**config.mk**
```make
export PLATFORM = sky130hd
export DESIGN_NAME = sync_fifo
export DESIGN_NICKNAME = d
export VERILOG_FILES = /design/src/rtl/store_trace_checker_sync_fifo.sv
export SDC_FILE = /design/constraint.sdc
export NUM_CORES = 1
export LEC_CHECK = 0
export ABC_CLOCK_PERIOD_IN_PS = 12000
export BUFFER_PORTS_ARGS = -buffer_cell sky130_fd_sc_hd__buf_2
export CAP_MARGIN = 25
export CORE_ASPECT_RATIO = 0.7
export CORE_MARGIN = 2
export CORE_UTILIZATION = 40
export CTS_BUF_LIST = sky130_fd_sc_hd__clkbuf_4 sky130_fd_sc_hd__clkbuf_8 sky130_fd_sc_hd__clkbuf_16
export DETAILED_ROUTE_END_ITERATION = 6
export SYNTH_ARGS = -nofsm -noshare
export SYNTH_HDL_FRONTEND = slang
export SYNTH_SLANG_ARGS = --single-unit
```
**constraint.sdc**
```tcl
create_clock -name clk -period 12 [get_ports clk]
set_input_delay 2.4 -clock clk [delete_from_list [all_inputs] [get_ports clk]]
set_output_delay 2.4 -clock clk [all_outputs]
set_load 0.1 [all_outputs]
```
**src/rtl/store_trace_checker_sync_fifo.sv**
```systemverilog
// Synchronous first-word-fall-through FIFO with wrap-bit full/empty detection.
module sync_fifo #(
  parameter int unsigned WIDTH = 64,
  parameter int unsigned DEPTH = 8
) (
  input  logic             clk,
  input  logic             reset,
  input  logic             push,
  input  logic [WIDTH-1:0] push_data,
  input  logic             pop,
  output logic [WIDTH-1:0] pop_data,
  output logic             full,
  output logic             empty
);

  localparam int unsigned AW = $clog2(DEPTH);
  localparam int unsigned PW = AW + 1;

  logic [WIDTH-1:0] mem [DEPTH];
  logic [PW-1:0]    wr_ptr;
  logic [PW-1:0]    rd_ptr;
  logic             do_push;
  logic             do_pop;

  assign empty = (wr_ptr == rd_ptr);
  assign full  = (wr_ptr[AW] != rd_ptr[AW]) && (wr_ptr[AW-1:0] == rd_ptr[AW-1:0]);

  // A pop frees a slot on the same edge, so a full FIFO still accepts a push.
  assign do_pop  = pop && !empty;
  assign do_push = push && (!full || do_pop);

  assign pop_data = mem[rd_ptr[AW-1:0]];

  always_ff @(posedge clk) begin
    if (reset) begin
      wr_ptr <= '0;
      rd_ptr <= '0;
    end else begin
      if (do_push) wr_ptr <= wr_ptr + PW'(1);
      if (do_pop)  rd_ptr <= rd_ptr + PW'(1);
    end
  end

  always_ff @(posedge clk) begin
    if (do_push) mem[wr_ptr[AW-1:0]] <= push_data;
  end

endmodule

```
# Word level (Yosys, flattened, before mapping)
# Memory sizes are Yosys's and may differ from the RTL's. A register that Yosys moved wholly into a read port is not among the register bits.
# Index checks and enable logic that the tools add are counted.
# totals
reg_bits,8
ram_bits,512
in_bits,68
out_inout_bits,66
word_cells,18
n_memories,1
# mem_list
name,depth,width,rd,rd_ports_with_merged_regs,wr,line,source
mem,8,64,1,1,1,19,logic [WIDTH-1:0] mem [DEPTH];
# classes
addsub,2
eq_ne,3
muxes,4
n_reduce_logical,6
# ops
cell,count
adder 4 x 1 -> 4 bit (second input constant),2
2-to-1 mux 3 bit,2
equality test 4 bit,1
equality test 3 bit,1
logical AND 1 bit,3
logical NOT 1 bit,2
2-to-1 mux 1 bit,2
logical OR 1 bit,1
inequality test 1 bit,1

# Longest topological paths before layout
# depth
word_depth,7
ltp_mapped,6
depth_no_buf,5

# Worst setup path before layout
# Ideal clock, no wire load.
# synth_path
path_kind,input port to flip-flop
startpoint,input port pop
endpoint,memory mem[0][0] (enable)
setup_ps,644
arrival_time_ps,8624
required_ps,11356
slack_ps,2732
cell_stages,2
path_buffers,0
path_cell_list,o21ai_0 -> nor4_1
# synth_via
elab_chain_cells,5
# synth_lines
element,line,source
start: declaration,10,"input logic pop,"
logical AND 1 bit,29,assign do_pop = pop && !empty;
logical OR 1 bit,30,assign do_push = push && (!full || do_pop);
logical AND 1 bit,30,
2-to-1 mux 1 bit,45,if (do_push) mem[wr_ptr[AW-1:0]] <= push_data;
2-to-1 mux 1 bit (not written as such),45,
end: declaration,19,
# Every way passes these cells.

==> impl_metrics.py <==
metrics = {
    "status": {
        "status": "finished clean",
    },
    "finish": {
        "final_nets": 1045,
        "drive_gt1_share_pct": 42.77,
        "syn_to_final_growth_pct": 15.16,
        "fin_area_um2": 22820,
    },
    "logic_synthesis": {
        "synth.avg_cell_area_um2": 24.47,
        "synth_area_leaders": "edfxtp_1 78%, mux4_2 15%, mux2_2 3.8%",
        "ys_seq_area_share_pct": 78.69,
        "yosysTopAreaCell": "edfxtp_1",
        "synth_edf_count": 512,
        "synth_cell_type_count": 32,
        "yosys_warnings": 0,
        "synth_fp_nets": 880,
        "synthCells": 810,
        "synth.most_common_cell": "edfxtp_1",
        "synth-async-reset-ratio_pct": 0,
        "ys_ff_latch": 523,
        "synth_flop_cell": "edfxtp_1",
        "synth_top_cell_area_share_pct": 77.58,
        "netlist_top_cells_count": "512 x edfxtp_1, 128 x mux4_2, 66 x mux2_2, 12 x buf_6",
        "synth_area_um2": 19820,
    },
    "timing": {
        "setup_violations": 0,
        "rsz0062_at_grt": "no",
        "fin_ws_ps": 6035,
        "fin_skew_ps": 18.40,
        "final.setup.tns_ps": 0,
        "fmax_mhz": 167.6,
        "tightest_slew_ps": 1013,
        "layout_min_cycle_time_ps": 5965,
        "finalCritPeriodShare_pct": 49.71,
        "slew_viol_final": 0,
        "maxSlewHeadroom_pct": 32.46,
        "hold_viol": 0,
    },
    "floorplanning": {
        "chipHeight_um": 190.2,
        "die_area_um2": 51370,
        "core_area_um2": 49090,
        "initial_core_util_pct": 40.37,
        "chipWidth_um": 270.1,
        "ioPinCount": 134,
        "num_rows": 68,
    },
    "power": {
        "ir_drop_mv": 0.1133,
        "p_sw_w": 0.001317,
        "p_clk_share_pct": 32.6,
        "comb_power_share_pct": 20.5,
        "totalPowerFinal_w": 0.004472,
        "leakage_nw": 7.182,
        "internal_power_w": 0.003155,
        "seqPwrFrac_pct": 46.9,
        "switching_share_pct": 29.45,
        "power_density_nw_per_um2": 196.0,
    },
    "setup_path": {
        "arrival_ps": 3570,
        "r2r_start": "wr_ptr[1]",
        "critical_path.startpoint_type": "flip-flop",
        "worstPathMaxFanout": 66,
        "endpoint_kind": "primary output",
        "worst-setup-path-type": "reg2out",
        "required_ps": 9600,
    },
    "place": {
        "dp_hpwl_um": 20290,
        "place_ws_ps": 6415,
        "placed_cell_area_um2": 21280,
        "io_buffer_count": 133,
        "place_congestion": 0.6902,
    },
    "clock_network": {
        "post_cts_resized": 0,
        "cts_setup_buffers": 0,
        "clk_path_buf_depth": 3,
        "cts_root_buf": "clkbuf_16",
        "clkLatencyLatePin_ps": 560,
        "cts_made_buffers": 49,
        "cts_sinks": 523,
        "postCtsHoldBufs": 0,
        "htreeDepth": 2,
        "cts_tree": "yes",
        "cts.reportedPaths.clkPinSlew_ps": 60,
    },
    "min_path": {
        "min_path_type": "reg2reg",
        "worstHoldStart": "rd_ptr[3]",
    },
    "detailed_routing": {
        "vias_per_cell": 5.183,
        "drc": 0,
        "vias": 8707,
        "wl_um": 39390,
        "ant_nets": 0,
        "wl_per_cell_um": 23.45,
        "drtIter0Drc": 713,
        "drtPass1Iterations": 7,
    },
    "job": {
        "drv_cap": 0,
    },
    "grt": {
        "grt_busiest_layer": "met2",
        "grt-ovfl-total": 0,
        "grt_pass1_wl_um": 59340,
        "grt_pass1_vias": 9248,
        "track_usage_pct": 15.45,
        "grt_max_degree": 67,
        "gr-usage-met2_pct": 24.79,
        "gr-usage-met3_pct": 3.979,
        "met1_usage_pct": 21.62,
        "antenna_found_initial": 7,
    },
}
[routing by layer]
metal  vias to the layer above  part of all wire (%)
met4                         4                   1.4
met3                        48                   5.8
met5                         -                 0.046
li1                       3785                     -
met1                      4672                    45
met2                       198                    48
[power groups by stage]
stage / logic, W / registers [W] / clock network (W)
final: 0.000917 / 0.00210 / 0.00146
after global routing: 0.000962 / 0.00211 / 0.00158
after CTS: 0.000927 / 0.00210 / 0.00149
after detailed placement: 0.000925 / 0.00214 / 0
after global placement: 0.000922 / 0.00214 / 0
after floorplan: 0.000812 / 0.00211 / 0
[kinds of logic (layout without fill, tap and decap cells)]
logic type      after synthesis  in the layout  share of synthesized area (%)
other cells                   0              5                              0
simple gates                 28             28                         0.7260
flops                       523            523                          78.69
mux                         196            196                          18.40
xor+xnor                      6              6                         0.2651
compound gates               12             12                         0.4293
fa+ha+maj                     2              2                         0.1262
buf+inv                      43            243                          1.370
[per-stage QoR]
stage               cells  utilization (%)  hold WS [ps]
detailed placement   1588            43.35         518.8
global route         1676            46.47         551.0
CTS                  1674            46.41         532.6
finish               1680            46.49         537.6
global placement     1587            43.30         508.5
floorplan             810                -         494.2
[worst max-delay path, stage by stage, from the launching register on]
cell	delay, ps
dfxtp_4	990
buf_4	880
mux4_2	410
mux2_2	290
buf_2	300
[final timing paths]
path | endpoint | slack [ps] | cells after the start
worst min register to register | rd_ptr[3] | 540 | 2
worst max-delay path | pop_data[46] | 6030 | 4
worst min-delay path | rd_ptr[3] | 540 | 2
worst max register to register | mem[7][37] | 8930 | 5
[cells in the final DEF (no fill, tap or decap), drive strengths merged, types with 4 or more instances in the layout]
| cell type | n |
|---|---|
| buf | 153 |
| clkbuf | 57 |
| clkinv | 23 |
| dfxtp | 11 |
| diode | 5 |
| edfxtp | 512 |
| inv | 6 |
| mux2 | 66 |
| mux4 | 128 |
| nor2 | 8 |
| nor3 | 4 |
| o21ai | 4 |
| xnor2 | 4 |
[state kept, by name, indices dropped and copies added, names as in the netlist, named ones only]
name / count
mem: 512
wr_ptr: 4
rd_ptr: 4
[cell type report]
type / count / area, µm²
antenna: 5 / 12.51
clock buffer: 57 / 1286
timing repair buffer: 153 / 855.8
clock inverter: 29 / 214.0
inverter: 4 / 15.01
multi-input combinational: 244 / 4001
sequential: 523 / 15610
tap: 665 / 832.0
fill: 4112 / 26270
Power figures use the tool's default switching activity.
